### config.mk
export PLATFORM = sky130hd
export DESIGN_NAME = vector_issue_queue
export DESIGN_NICKNAME = d
export VERILOG_FILES = /design/src/rtl/vector_issue_queue.sv
export SDC_FILE = /design/constraint.sdc
export NUM_CORES = 1
export LEC_CHECK = 0
export ABC_CLOCK_PERIOD_IN_PS = 11670
export CELL_PAD_IN_SITES_DETAIL_PLACEMENT = 1
export CELL_PAD_IN_SITES_GLOBAL_PLACEMENT = 1
export CORE_AREA = 2 2 118 120
export CTS_BUF_LIST = sky130_fd_sc_hd__clkbuf_4 sky130_fd_sc_hd__clkbuf_8 sky130_fd_sc_hd__clkbuf_16
export DETAILED_ROUTE_END_ITERATION = 6
export DIE_AREA = 0 0 120 122
export HOLD_SLACK_MARGIN = 0.08
export PLACE_DENSITY_LB_ADDON = 0.2
export SETUP_SLACK_MARGIN = 0.2
export SLEW_MARGIN = 10
export SYNTH_ARGS = -nofsm -noshare
export SYNTH_HDL_FRONTEND = slang
export SYNTH_SLANG_ARGS = --single-unit
export TNS_END_PERCENT = 50
### constraint.sdc
create_clock -name clk -period 11.67 [get_ports clk]
set_input_delay 2.9175 -clock clk [delete_from_list [all_inputs] [get_ports clk]]
set_output_delay 2.9175 -clock clk [all_outputs]
set_load 0.05 [all_outputs]
### src/rtl/vector_issue_queue.sv
// Vector issue queue: buffers decoded vector instructions in a circular buffer
// and sequences the head instruction over BEATS element beats on a valid/ready port.
module vector_issue_queue #(
  parameter int WIDTH = 26,
  parameter int DEPTH = 4,
  parameter int BEATS = 4,
  localparam int PW = $clog2(DEPTH),
  localparam int BW = $clog2(BEATS)
) (
  input  logic             clk,
  input  logic             reset,
  input  logic [WIDTH-1:0] InstrDV,
  input  logic             StallOther,
  input  logic             FlushQ,
  input  logic             IssueReady,
  output logic             VecStall,
  output logic             IssueValid,
  output logic [WIDTH-1:0] IssueInstr,
  output logic [BW-1:0]    IssueBeat,
  output logic             IssueLast,
  output logic [PW:0]      QCount,
  output logic             dbg_state
);

  // Issue handshake: a beat transfers on any cycle where IssueValid && IssueReady
  // are both high at the rising edge; while IssueReady is low every issue output holds.

  typedef enum logic {
    S_IDLE  = 1'b0,
    S_ISSUE = 1'b1
  } state_t;

  logic [WIDTH-1:0] mem [DEPTH];
  logic [PW-1:0]    rp;
  logic [PW-1:0]    wp;
  logic [PW:0]      cnt;
  logic [PW:0]      cnt_next;
  logic [BW-1:0]    beat;
  state_t           state;
  state_t           state_next;

  logic clear;
  logic full;
  logic enq;
  logic fire;
  logic last_beat;
  logic pop;

  // Reset and flush share one clearing path; both win over enqueue and pop.
  assign clear     = FlushQ || !reset;
  assign full      = (cnt == (PW+1)'(DEPTH));
  assign enq       = (InstrDV != '0) && !StallOther && !full && !clear;
  assign fire      = (state == S_ISSUE) && IssueReady;
  assign last_beat = (beat == BW'(BEATS - 1));
  assign pop       = fire && last_beat && !clear;

  always_comb begin
    cnt_next = cnt;
    case ({enq, pop})
      2'b10:   cnt_next = cnt + (PW+1)'(1);
      2'b01:   cnt_next = cnt - (PW+1)'(1);
      default: cnt_next = cnt;
    endcase
  end

  // FSM: state register
  always_ff @(posedge clk) begin
    if (!reset) begin
      state <= S_IDLE;
    end else begin
      state <= state_next;
    end
  end

  // FSM: next state
  always_comb begin
    state_next = state;
    if (clear) begin
      state_next = S_IDLE;
    end else begin
      case (state)
        S_IDLE:  if (cnt_next != '0) state_next = S_ISSUE;
        S_ISSUE: if (cnt_next == '0) state_next = S_IDLE;
        default: state_next = S_IDLE;
      endcase
    end
  end

  // FSM: outputs, from registered state only
  always_comb begin
    IssueValid = 1'b0;
    IssueInstr = '0;
    IssueBeat  = '0;
    IssueLast  = 1'b0;
    if (state == S_ISSUE) begin
      IssueValid = 1'b1;
      IssueInstr = mem[rp];
      IssueBeat  = beat;
      IssueLast  = last_beat;
    end
  end

  always_ff @(posedge clk) begin
    if (!reset || FlushQ) begin
      rp   <= '0;
      wp   <= '0;
      cnt  <= '0;
      beat <= '0;
    end else begin
      if (enq) wp <= wp + PW'(1);
      if (pop) rp <= rp + PW'(1);
      // BEATS is a power of two, so the beat counter wraps to 0 after the last beat.
      if (fire) beat <= beat + BW'(1);
      cnt <= cnt_next;
    end
  end

  always_ff @(posedge clk) begin
    if (enq) mem[wp] <= InstrDV;
  end

  assign VecStall  = full;
  assign QCount    = cnt;
  assign dbg_state = state;

endmodule

==> summary.txt <==
Timing
  – Final Hold Vio Count: 0
  – Minimum clock period: 5.78 ns
  – Fmax: 173 MHz
  – Slew @ Worst Pin: 0.955 ns
  – Final WS setup: 5.89 ns
  – Slew Viols, Final: 0
  – Final setup violation count: 0
  – Layout Skew: 0.00722 ns
  – Fraction of the cycle the final worst path needs: 0.495
  – Slew headroom: 0.360
  – RSZ-0062 raised after global routing: false
  – TNS Setup: 0 ns

Global route
  – Initial antenna violation count: 0
  – Met2 usage: 0.250
  – Busiest grt layer: met2
  – Met3 Usage GRT: 0.0463
  – First-pass GRT wire length: 15.8 mm
  – Total gr overflow: 0
  – Routing usage on met1: 0.183
  – GRT Resource Usage Total: 0.149
  – Vias in the first global route: 2783
  – Pin count of the biggest net entering global routing: 34

Worst setup path
  – Worst EP arrival: 2.86 ns
  – Slowest-stage cell, CP: dfxtp_2
  – Buffers & Inverters on Critical Path: 1
  – Worst reg2reg path depth: 4
  – Delay-heaviest family, CP: flip-flops
  – CP required: 8.75 ns
  – Slowest stage delay, CP: 0.96 ns
  – Critical path depth: 3
  – CP endpoint kind: primary output
  – Critical-path cell list: mux4_2 > and2_1 > clkdlybuf4s50_1
  – CP Launch Type: register
  – CP Max Fanout: 26
  – Critical path class: reg -> out

Clocking
  – Clk slew on worst S/H paths: 0.05 ns
  – CTS Hold Bufs: 0
  – Number of CTS-inserted buffers: 17
  – Root Driver: clkbuf_16
  – CTS tree: yes
  – Post-CTS resize count: 0
  – Worst-Skew Late Latency: 0.40 ns
  – CTS Sinks: 116
  – Post-CTS Setup Bufs: 0
  – H-tree lvl count: 4
  – Clock Path Buffers: 2

Route
  – 1st-iter DRT viols: 135
  – 1st-pass router iterations: 5
  – Detailed Route WL: 9.98 mm
  – Wire length per cell: 19.0 µm
  – Final ANT Viol Nets: 0
  – Drt drc: 0
  – Routed via count: 2520
  – Via density: 4.79

Hold path
  – Worst hold path cell count: 2
  – Min-Delay Path Class: reg -> reg

Logic synthesis
  – Flops & latches, synth: 116
  – Async SR Flop Fraction: 0
  – Synth Warn #: 0
  – XOR/XNOR share of the synthesized area: 0.0111
  – Synth area leaders: edfxtp_1 (66%), mux4_2 (12%), dfxtp_1 (5.1%)
  – Main combinational cell family by area after synthesis: multiplexers
  – Syn Area/Cell: 18.4 µm²
  – Post-synthesis sequential area ratio: 0.713
  – Post-synthesis adder-cell area fraction: 0.0202
  – Synth Area in Simple Gates: 0.0989
  – Synth Area in Compound Gates: 0.0151
  – Yosys top cell area share: 0.662
  – Top_reg_cell synth: edfxtp_1
  – Syn_nets: 294
  – Post-synthesis mux area share: 0.124
  – Mapped Area: 4720 µm²
  – Most common cell in the synthesized netlist: edfxtp_1
  – Syn Inst Count: 256
  – Ranking of synthesized cells by instance count: edfxtp_1 (104), and2_1 (29), mux4_2 (26)
  – Largest area contributor in the netlist: edfxtp_1
  – Netlist cell types: 40
  – Post-synth EDFFs: 104

Power
  – Peak supply drop: 89.4 µV
  – Leak: 0.00197 µW
  – Pwr/cell area: 167 nW/µm²
  – Power Total: 1030 µW

Floorplan
  – Die footprint: 14600 µm²
  – Initial cell density of the core: 0.349
  – Row count: 43
  – Core area: 13500 µm²
  – I/O pins: 66
  – Die Y: 122 µm
  – Die Wd: 120 µm

Layout
  – P&R area growth vs syn: 31.4%
  – Share of cells above drive strength 1: 0.205
  – FILL cells: 1293
  – Fin nets: 371
  – ANT cells: 0

Run
  – MaxCap Viol Count: 0

Placed design
  – Post-detail-place hpwl: 6.54 mm
  – Setup WS pre-CTS: 5.63 ns
  – RD Place Congestion: 0.708
  – Port Buffer Count: 65

Outcome
  – Status: complete, no violations
## state kept, by name (all words and copies together) (netlist names), named ones only
name and flops:
rp 2, QCount 3, wp 2, beat 2
mem 104, dbg_state 1
## metrics by stage
stage	util	hold WS [ns]	cells	instance area, µm²
2_1_floorplan	-	0.448	256	4720
3_3_place_gp	0.414	0.480	494	5590
3_5_place_dp	0.414	0.488	494	5590
4_1_cts	0.459	0.499	526	6200
5_1_grt	0.459	0.537	526	6200
6_report	0.459	0.496	526	6200
## final cells by class
class                   instances  area, µm²  area share
well taps                     180        225      0.0363
repair buffers                 70        688       0.111
multi-input cells             122       1290       0.208
clock inverters                13        164      0.0264
flip-flops and latches        116       3370       0.543
inverters                       6       22.5     0.00363
clock buffers                  19        440      0.0711
## worst paths after layout
path / from / end / slack [ns]
min reg2reg: beat[1] / beat[1] / 0.50
max reg2reg: QCount[0] / mem[1][10] / 9.05
min: beat[1] / beat[1] / 0.50
max: register / IssueInstr[23] / 5.89
## logic make-up (layout without fill, tap and decap cells)
group	count (synthesis)	after routing
flops	116	116
simple gates	74	74
mux	26	26
buf+inv	18	108
compound gates	9	9
fa+ha+maj	7	7
xor+xnor	6	6
## placed cells by master, fill, tap and decap left out, drive strengths merged
| cell | n |
|---|---|
| edfxtp | 104 |
| clkdlybuf4s50 | 65 |
| and2 | 29 |
| mux4 | 26 |
| clkbuf | 19 |
| dfxtp | 12 |
| nor2 | 12 |
| or4 | 7 |
| clkinv | 7 |
| inv | 6 |
| ha | 6 |
| nor3b | 5 |
| buf | 5 |
| xor2 | 4 |
| bufinv | 4 |
| nor3 | 4 |
| nor2b | 3 |
| nand4 | 3 |
| xnor2 | 2 |
| o211ai | 2 |
| nand3 | 2 |
| nand2 | 2 |
| a21oi | 2 |
| clkinvlp | 2 |
| and3 | 1 |
| nor4 | 1 |
| and4 | 1 |
| nand2b | 1 |
| or3 | 1 |
| or2 | 1 |
| a311o | 1 |
| o31a | 1 |
| o41ai | 1 |
| o311ai | 1 |
| a211o | 1 |
| nand3b | 1 |
| fa | 1 |
## tightest hold or removal path: stages (launching register included)
cell	delay [ns]
dfxtp_1	0.33
nand2_1	0.06
a21oi_1	0.05
## layer usage
layer | routed length [µm] | up-vias
met2 | 5080 | 59
met3 | 395 | 8
met1 | 4420 | 1286
li1 | - | 1167
met5 | 0 | -
met4 | 91 | 0
## power by group
group | internal, µW | switching (µW) | total, µW
Combinational | 19.7 | 25.7 | 45.3
Clock | 356 | 169 | 525
Sequential | 460 | 2.68 | 463
Total | 836 | 197 | 1030
Power figures use the tool's default switching activity.
